[config.mk]
export PLATFORM = sky130hd
export DESIGN_NAME = div_ctrl
export DESIGN_NICKNAME = d
export VERILOG_FILES = /design/src/rtl/div_pkg.sv /design/src/rtl/div_ctrl.sv
export SDC_FILE = /design/constraint.sdc
export NUM_CORES = 1
export LEC_CHECK = 0
export CORE_AREA = 5 5 181 183
export CTS_CLUSTER_SIZE = 20
export DETAILED_ROUTE_END_ITERATION = 8
export DIE_AREA = 0 0 186 188
export HOLD_SLACK_MARGIN = 0.05
export SYNTH_ARGS = -nofsm -noshare
export SYNTH_HDL_FRONTEND = slang
export SYNTH_SLANG_ARGS = --single-unit
[constraint.sdc]
create_clock -name clk_i -period 1.6 [get_ports clk_i]
set_input_delay 0.32 -clock clk_i [delete_from_list [all_inputs] [get_ports clk_i]]
set_output_delay 0.32 -clock clk_i [all_outputs]
set_load 0.01 [all_outputs]
[src/rtl/div_pkg.sv]
// div_pkg: shared types and helpers for the divider issue/response controller.
//   op_e      : RISC-V divide op encoding carried on op_i
//   state_e   : controller FSM states
//   TAG_W_DEF : default destination-tag width
//   fast_hit / fast_result : divisor 0/1 shortcut used when DIV_FASTPATH_EN is defined
package div_pkg;
    localparam int TAG_W_DEF = 6;

    typedef enum logic [1:0] {OP_DIV, OP_DIVU, OP_REM, OP_REMU} op_e;
    typedef enum logic [1:0] {S_IDLE, S_ISSUE, S_WAIT, S_RESP} state_e;

    // Divisor is 0 or 1 over the operative width (low 32 bits for W ops).
    function automatic logic fast_hit(logic word, logic [63:0] rs2);
        return word ? rs2[31:1] == '0 : rs2[63:1] == '0;
    endfunction

    // Result for a divisor of 0 or 1; W ops use the sign-extended low word.
    function automatic logic [63:0] fast_result(logic rem, logic word, logic [63:0] rs1, logic [63:0] rs2);
        logic [63:0] src;
        logic        zero;
        src  = word ? {{32{rs1[31]}}, rs1[31:0]} : rs1;
        zero = word ? rs2[31:0] == '0 : rs2 == '0;
        return rem ? (zero ? src : '0) : (zero ? '1 : src);
    endfunction
endpackage

[src/rtl/div_ctrl.sv]
// div_ctrl: issue/response controller in front of the iterative divider.
// Ports:
//   clk_i, rstn_i (async, active-low), kill_i (flush, aborts in-flight op)
//   issue side     : valid_i, ready_o, op_i, word_i, rs1_i, rs2_i, tag_i
//   divider side   : div_req_o, div_kill_o, div_int_32_o, div_signed_o,
//                    div_dvnd_o, div_dvsr_o, div_stall_i, div_quo_i, div_rmd_i
//   writeback side : valid_o, ready_i, result_o, tag_o
//   status         : busy_o
// Build option: DIV_FASTPATH_EN resolves divisor 0/1 in IDLE without the divider.
module div_ctrl
    import div_pkg::*;
#(
    parameter int TAG_W = TAG_W_DEF
) (
    input  logic             clk_i,
    input  logic             rstn_i,
    input  logic             kill_i,
    input  logic             valid_i,
    output logic             ready_o,
    input  logic [1:0]       op_i,
    input  logic             word_i,
    input  logic [63:0]      rs1_i,
    input  logic [63:0]      rs2_i,
    input  logic [TAG_W-1:0] tag_i,
    output logic             div_req_o,
    output logic             div_kill_o,
    output logic             div_int_32_o,
    output logic             div_signed_o,
    output logic [63:0]      div_dvnd_o,
    output logic [63:0]      div_dvsr_o,
    input  logic             div_stall_i,
    input  logic [63:0]      div_quo_i,
    input  logic [63:0]      div_rmd_i,
    output logic             valid_o,
    input  logic             ready_i,
    output logic [63:0]      result_o,
    output logic [TAG_W-1:0] tag_o,
    output logic             busy_o
);
    state_e           r_state;
    logic             r_rem;
    logic             r_int_32;
    logic             r_signed;
    logic [63:0]      r_rs1;
    logic [63:0]      r_rs2;
    logic [63:0]      r_result;
    logic [TAG_W-1:0] r_tag;

    always_ff @(posedge clk_i or negedge rstn_i) begin
        if (!rstn_i) begin
            r_state  <= S_IDLE;
            r_rem    <= 1'b0;
            r_int_32 <= 1'b0;
            r_signed <= 1'b0;
            r_rs1    <= '0;
            r_rs2    <= '0;
            r_result <= '0;
            r_tag    <= '0;
        end else if (kill_i) begin
            r_state <= S_IDLE;
        end else begin
            case (r_state)
                S_IDLE: if (valid_i) begin
                    r_rem    <= op_i[1];
                    r_int_32 <= word_i;
                    r_signed <= ~op_i[0];
                    r_rs1    <= rs1_i;
                    r_rs2    <= rs2_i;
                    r_tag    <= tag_i;
`ifdef DIV_FASTPATH_EN
                    if (fast_hit(word_i, rs2_i)) begin
                        r_result <= fast_result(op_i[1], word_i, rs1_i, rs2_i);
                        r_state  <= S_RESP;
                    end else begin
                        r_state  <= S_ISSUE;
                    end
`else
                    r_state  <= S_ISSUE;
`endif
                end
                S_ISSUE: r_state <= S_WAIT;
                // Stall low in WAIT marks the divider's DONE cycle; results are valid only now.
                S_WAIT: if (!div_stall_i) begin
                    r_result <= r_rem ? div_rmd_i : div_quo_i;
                    r_state  <= S_RESP;
                end
                S_RESP: if (ready_i) r_state <= S_IDLE;
                default: r_state <= S_IDLE;
            endcase
        end
    end

    assign ready_o      = r_state == S_IDLE;
    assign busy_o       = r_state != S_IDLE;
    assign valid_o      = r_state == S_RESP;
    assign div_req_o    = r_state == S_ISSUE;
    assign div_kill_o   = kill_i;
    assign div_int_32_o = r_int_32;
    assign div_signed_o = r_signed;
    assign div_dvnd_o   = r_rs1;
    assign div_dvsr_o   = r_rs2;
    assign result_o     = r_result;
    assign tag_o        = r_tag;
endmodule

* Word level (Yosys, flattened, before mapping)
Cells that the tools add are included.
Cells by class: eq/ne operators 6, mux-type cells 6, bitwise gates (word level) 3, reductions and logical operators 5
Operators with widths (count):
- 64-bit two-way mux | 1
- 3-bit AND reduction | 3
- 2-bit two-way mux | 4
- 2-bit case mux with 4 select lines | 1
- 3-bit != test, second input constant | 2
- 2-bit == test, second input constant | 2
- 3-bit by 2-bit != test with 1-bit output, second input constant | 1
- 1-bit NOT | 3
- 2-bit by 1-bit == test with 1-bit output, second input constant | 1
- 2-bit logical NOT | 1
- 2-bit nonzero test | 1
Word-level totals: flip-flop bits (word level) 203, input bits 271, output and inout bits 205

* Longest topological paths before layout
depth in word-level cells 3, depth in mapped cells 7

* Worst setup path after synthesis
OpenSTA, ideal clock, no wires.
path kind reg2reg, start register r_state[0], end register r_rs1[0], in the netlist div_dvnd_o[0], library setup time 125 ps, arrival time 1471 ps, slack 4 ps, cell stages (with the launch flop) 7, buffers on the path 2, cells stage by stage dfrtp_1 inv_1 ha_1 nand3b_4 buf_6 buf_6 mux2_4
Between the ends: longest elaborated chain between the ends 2
Ends and longest elaborated chain:
- from (decl) | RTL line div_ctrl.sv:40 | state_e r_state;
- from (signal assigned) | RTL line div_ctrl.sv:51 | r_state <= S_IDLE;
- from (signal assigned) | RTL line div_ctrl.sv:60 | r_state <= S_IDLE;
- from (signal assigned) | RTL line div_ctrl.sv:78 | r_state <= S_ISSUE;
- 2-bit logical NOT
- via ready_o | RTL line div_ctrl.sv:19 | output logic ready_o,
- 3-bit AND reduction (no line)
- to (signal assigned) | RTL line div_ctrl.sv:67 | r_rs1 <= rs1_i;
- to (decl) | RTL line div_ctrl.sv:44 | logic [63:0] r_rs1;
The timed path passes the listed nets, and every way through them passes these cells. A chain may end at the register's enable or synchronous reset.

* Worst setup path in the final report
start register r_state[1], end register r_rs1[13], in the netlist div_dvnd_o[13]
Between the ends: longest elaborated chain between the ends 2
Ends and longest elaborated chain:
- 2-bit logical NOT | RTL line div_ctrl.sv:62 | case (r_state)
- 3-bit AND reduction (no line)
Every way passes these cells.

==> impl_results.md <==
* DP Wirelength at 22,100 microns
* Num rows at 65
* M3 GR Usage at 6.48%
* Crit-path max FO at 9
* Residual DRC at 0
* I/O Buffers at 475
* Initial antenna violation count at 0
* Crit-path cells: inv_2 -> ha_4 -> buf_6 -> nand3b_4 -> buf_12 -> bufbuf_16 -> mux2_4
* All-Layer GR Usage at 16.2%
* CP delay by family, top: buffers and inverters
* Mapped Cells at 590
* Mean routed wirelength per cell at 19.7 microns
* Finished Layout Cells at 1,544
* Net count after synthesis at 866
* RSZ-0062 raised after global routing: true
* Drt total wl at 30,300 microns
* Seq/Total Area, Yosys at 58.7%
* Skew-Pair Late Insertion Delay at 0.51 ns
* CTS root buf: clkbuf_16
* VDD IR-drop max at 1.03 mV
* Post-Syn Area at 0.00866 sq mm
* Synth Area per Inst at 14.7 sq um
* Failing checks: negative setup slack
* Layout area overhead at 79.4%
* Vias in the first global route at 7,460
* Crit path kind: register to register
* Worst Slack Setup Final at -0.178 ns
* Number of placed instances with taps included at 1,475
* CTS buffer count at 23
* Reg2reg path depth at 7
* Max-slew violations at 0
* Total power at 27.0 mW
* Share of layout cells above drive strength 1 at 23.8%
* Final period util at 111%
* Fmax at 562 MHz
* Largest net degree at the start of global routing at 59
* Fin nets at 1,401
* Global-route wire length before repair at 44,200 microns
* Critical path arrival at 2.18 ns
* CTS tree: built
* Crit path depth at 7
* Met2 GRT Util at 29.1%
* Synth cell types at 23
* CTS clk-pin slew, worst paths at 0.06 ns
* Number of buffers and inverters on the critical path at 4
* Gpl congestion at 0.757
* Outcome: finished with violations
* DR vias at 6,759
* Pwr dens at 1740 mW/mm^2
* Diode count at 0
* Critical path capture point type: register
* Most common cell after layout, fill and taps aside: clkdlybuf4s50_1
* Syn. warnings at 0
* Final setup violation count at 180
* Chip height at 188 microns
* Fillers at 2,780
* HP Class: primary input to async pin
* Core footprint at 0.0311 sq mm
* IO Pins at 476
* Dpl ws at -0.394 ns
* CP peak stage delay at 0.40 ns
* Vias/cell at 4.38
* Number of synthesized register bits at 203
* GR met1 Demand/Resource at 18.0%
* Worst Skew at 0.0204 ns
* First-pass detailed-route iteration total at 4
* CP max stage cell: dfrtp_1
* Leakage at 7.41 nW
* Final-report hold violation count at 0
* Busiest layer in global routing: met2
* Worst Tran Pin Value at 0.562 ns
* Horiz. Die Dim at 186 microns
* Worst Setup Start Kind: register
* Initial Util at 27.9%
* Slew HR at 62.5%
* DR iter-0 viols at 178
* Sink Count at 203
* Tmin final at 1.78 ns
* DIE AREA at 0.0350 sq mm
* Max-cap violations at 0
* GRT overflow at 0
* Worst Setup SP: r_state[1]
* Post-route ant nets at 0
* Most frequent cells in the layout: clkdlybuf4s50_1 (269), dfrtp_1 (202), dlygate4sd2_1 (198), mux2_4 (123), mux2i_1 (64)
* Reg2reg start: r_state[1]
* Deepest clock path buffer count at 3
* CTS HTree Levels at 1
* Data required time of the worst path at 2.00 ns
-- stage by stage --
stage	setup TNS [ns]	cell area [sq um]	util, %	hold WS [ns]
floorplan	0	8660	-	0.0244
global placement	-61.65	14100	45.5	0.362
detailed placement	-66.94	14100	45.5	0.366
CTS	-12.33	15400	49.4	0.344
global route	-28.12	15500	50.0	0.352
finish	-12.96	15500	50.0	0.368
-- where the power goes --
group          internal, mW  switching (mW)
Clock                  3.25            2.17
Combinational          7.19            5.12
Sequential             7.77            1.55
-- area by class of cell --
type	instances	area [sq um]	area share [%]
inverter	4	15.0	0.0967
clock inverter	11	119	0.765
multi-input combinational	346	3450	22.2
timing repair buffer	547	5700	36.7
clock buffer	31	666	4.29
tap	402	503	3.24
sequential	203	5080	32.7
-- final timing paths --
check	end	slack [ns]
max in group asynchronous	div_dvsr_o[47]	0.65
hold reg to reg	div_signed_o	0.49
setup reg to reg	div_dvnd_o[13]	-0.18
min in group clk_i	div_signed_o	0.37
setup / recovery	div_dvnd_o[13]	-0.18
hold / removal	div_dvnd_o[7]	0.37
-- logic make-up (layout without fill, tap and decap cells) --
family / Yosys count / count (layout) / share of synthesized area (%)
flip-flops: 203 / 203 / 58.7
multiplexers: 200 / 200 / 29.4
AND/OR/NAND/NOR: 73 / 73 / 3.54
AO/OA/AOI/OAI: 68 / 68 / 4.08
buffers and inverters: 41 / 593 / 3.56
adder cells (fa/ha/maj): 5 / 5 / 0.723
-- metal layers --
| metal | part of all wire [%] | vias to the layer above |
|---|---|---|
| met5 | 0 | - |
| met4 | 1.7 | 0 |
| met3 | 12 | 35 |
| met2 | 50 | 330 |
| met1 | 36 | 3256 |
| li1 | - | 3138 |
-- flip-flops by register name, indices dropped and copies added, names as in the netlist --
| name | count |
|---|---|
| div_int_32_o | 1 |
| tag_o | 6 |
| div_dvnd_o | 64 |
| r_rem | 1 |
| div_dvsr_o | 64 |
| result_o | 64 |
| r_state | 2 |
| div_signed_o | 1 |
-- synthesized netlist by cell type --
| cell | number | area, sq um |
|---|---|---|
| nor2_1 | 64 | 240 |
| nor2b_1 | 2 | 12.5 |
| nor3_1 | 1 | 5.00 |
| nor3b_1 | 1 | 7.51 |
| nand3b_4 | 1 | 20.0 |
| mux2i_1 | 64 | 641 |
| buf_2 | 15 | 75.1 |
| mux2_4 | 100 | 1500 |
| buf_4 | 8 | 60.1 |
| o21ai_0 | 1 | 5.00 |
| nand2_1 | 2 | 7.51 |
| inv_1 | 4 | 15.0 |
| buf_6 | 14 | 158 |
| ha_1 | 5 | 62.6 |
| o211a_1 | 1 | 10.0 |
| o311ai_0 | 1 | 8.76 |
| dfrtp_1 | 203 | 5080 |
| mux2_1 | 18 | 203 |
| o41ai_1 | 1 | 8.76 |
| or4_1 | 1 | 7.51 |
| a21oi_1 | 64 | 320 |
| mux2_2 | 18 | 203 |
| and2_1 | 1 | 6.26 |
-- repair_timing --
action / 4_1_cts / 5_1_grt
gates resized for setup: 278 / 30
hold buffers: 1 / 0
setup endpoints to repair: 406 / 210
pin swaps: 2 / 0
buffers inserted: 12 / 2
gates cloned: 13 / 3
hold endpoints to repair: 44 / 0
Power figures use the tool's default switching activity.
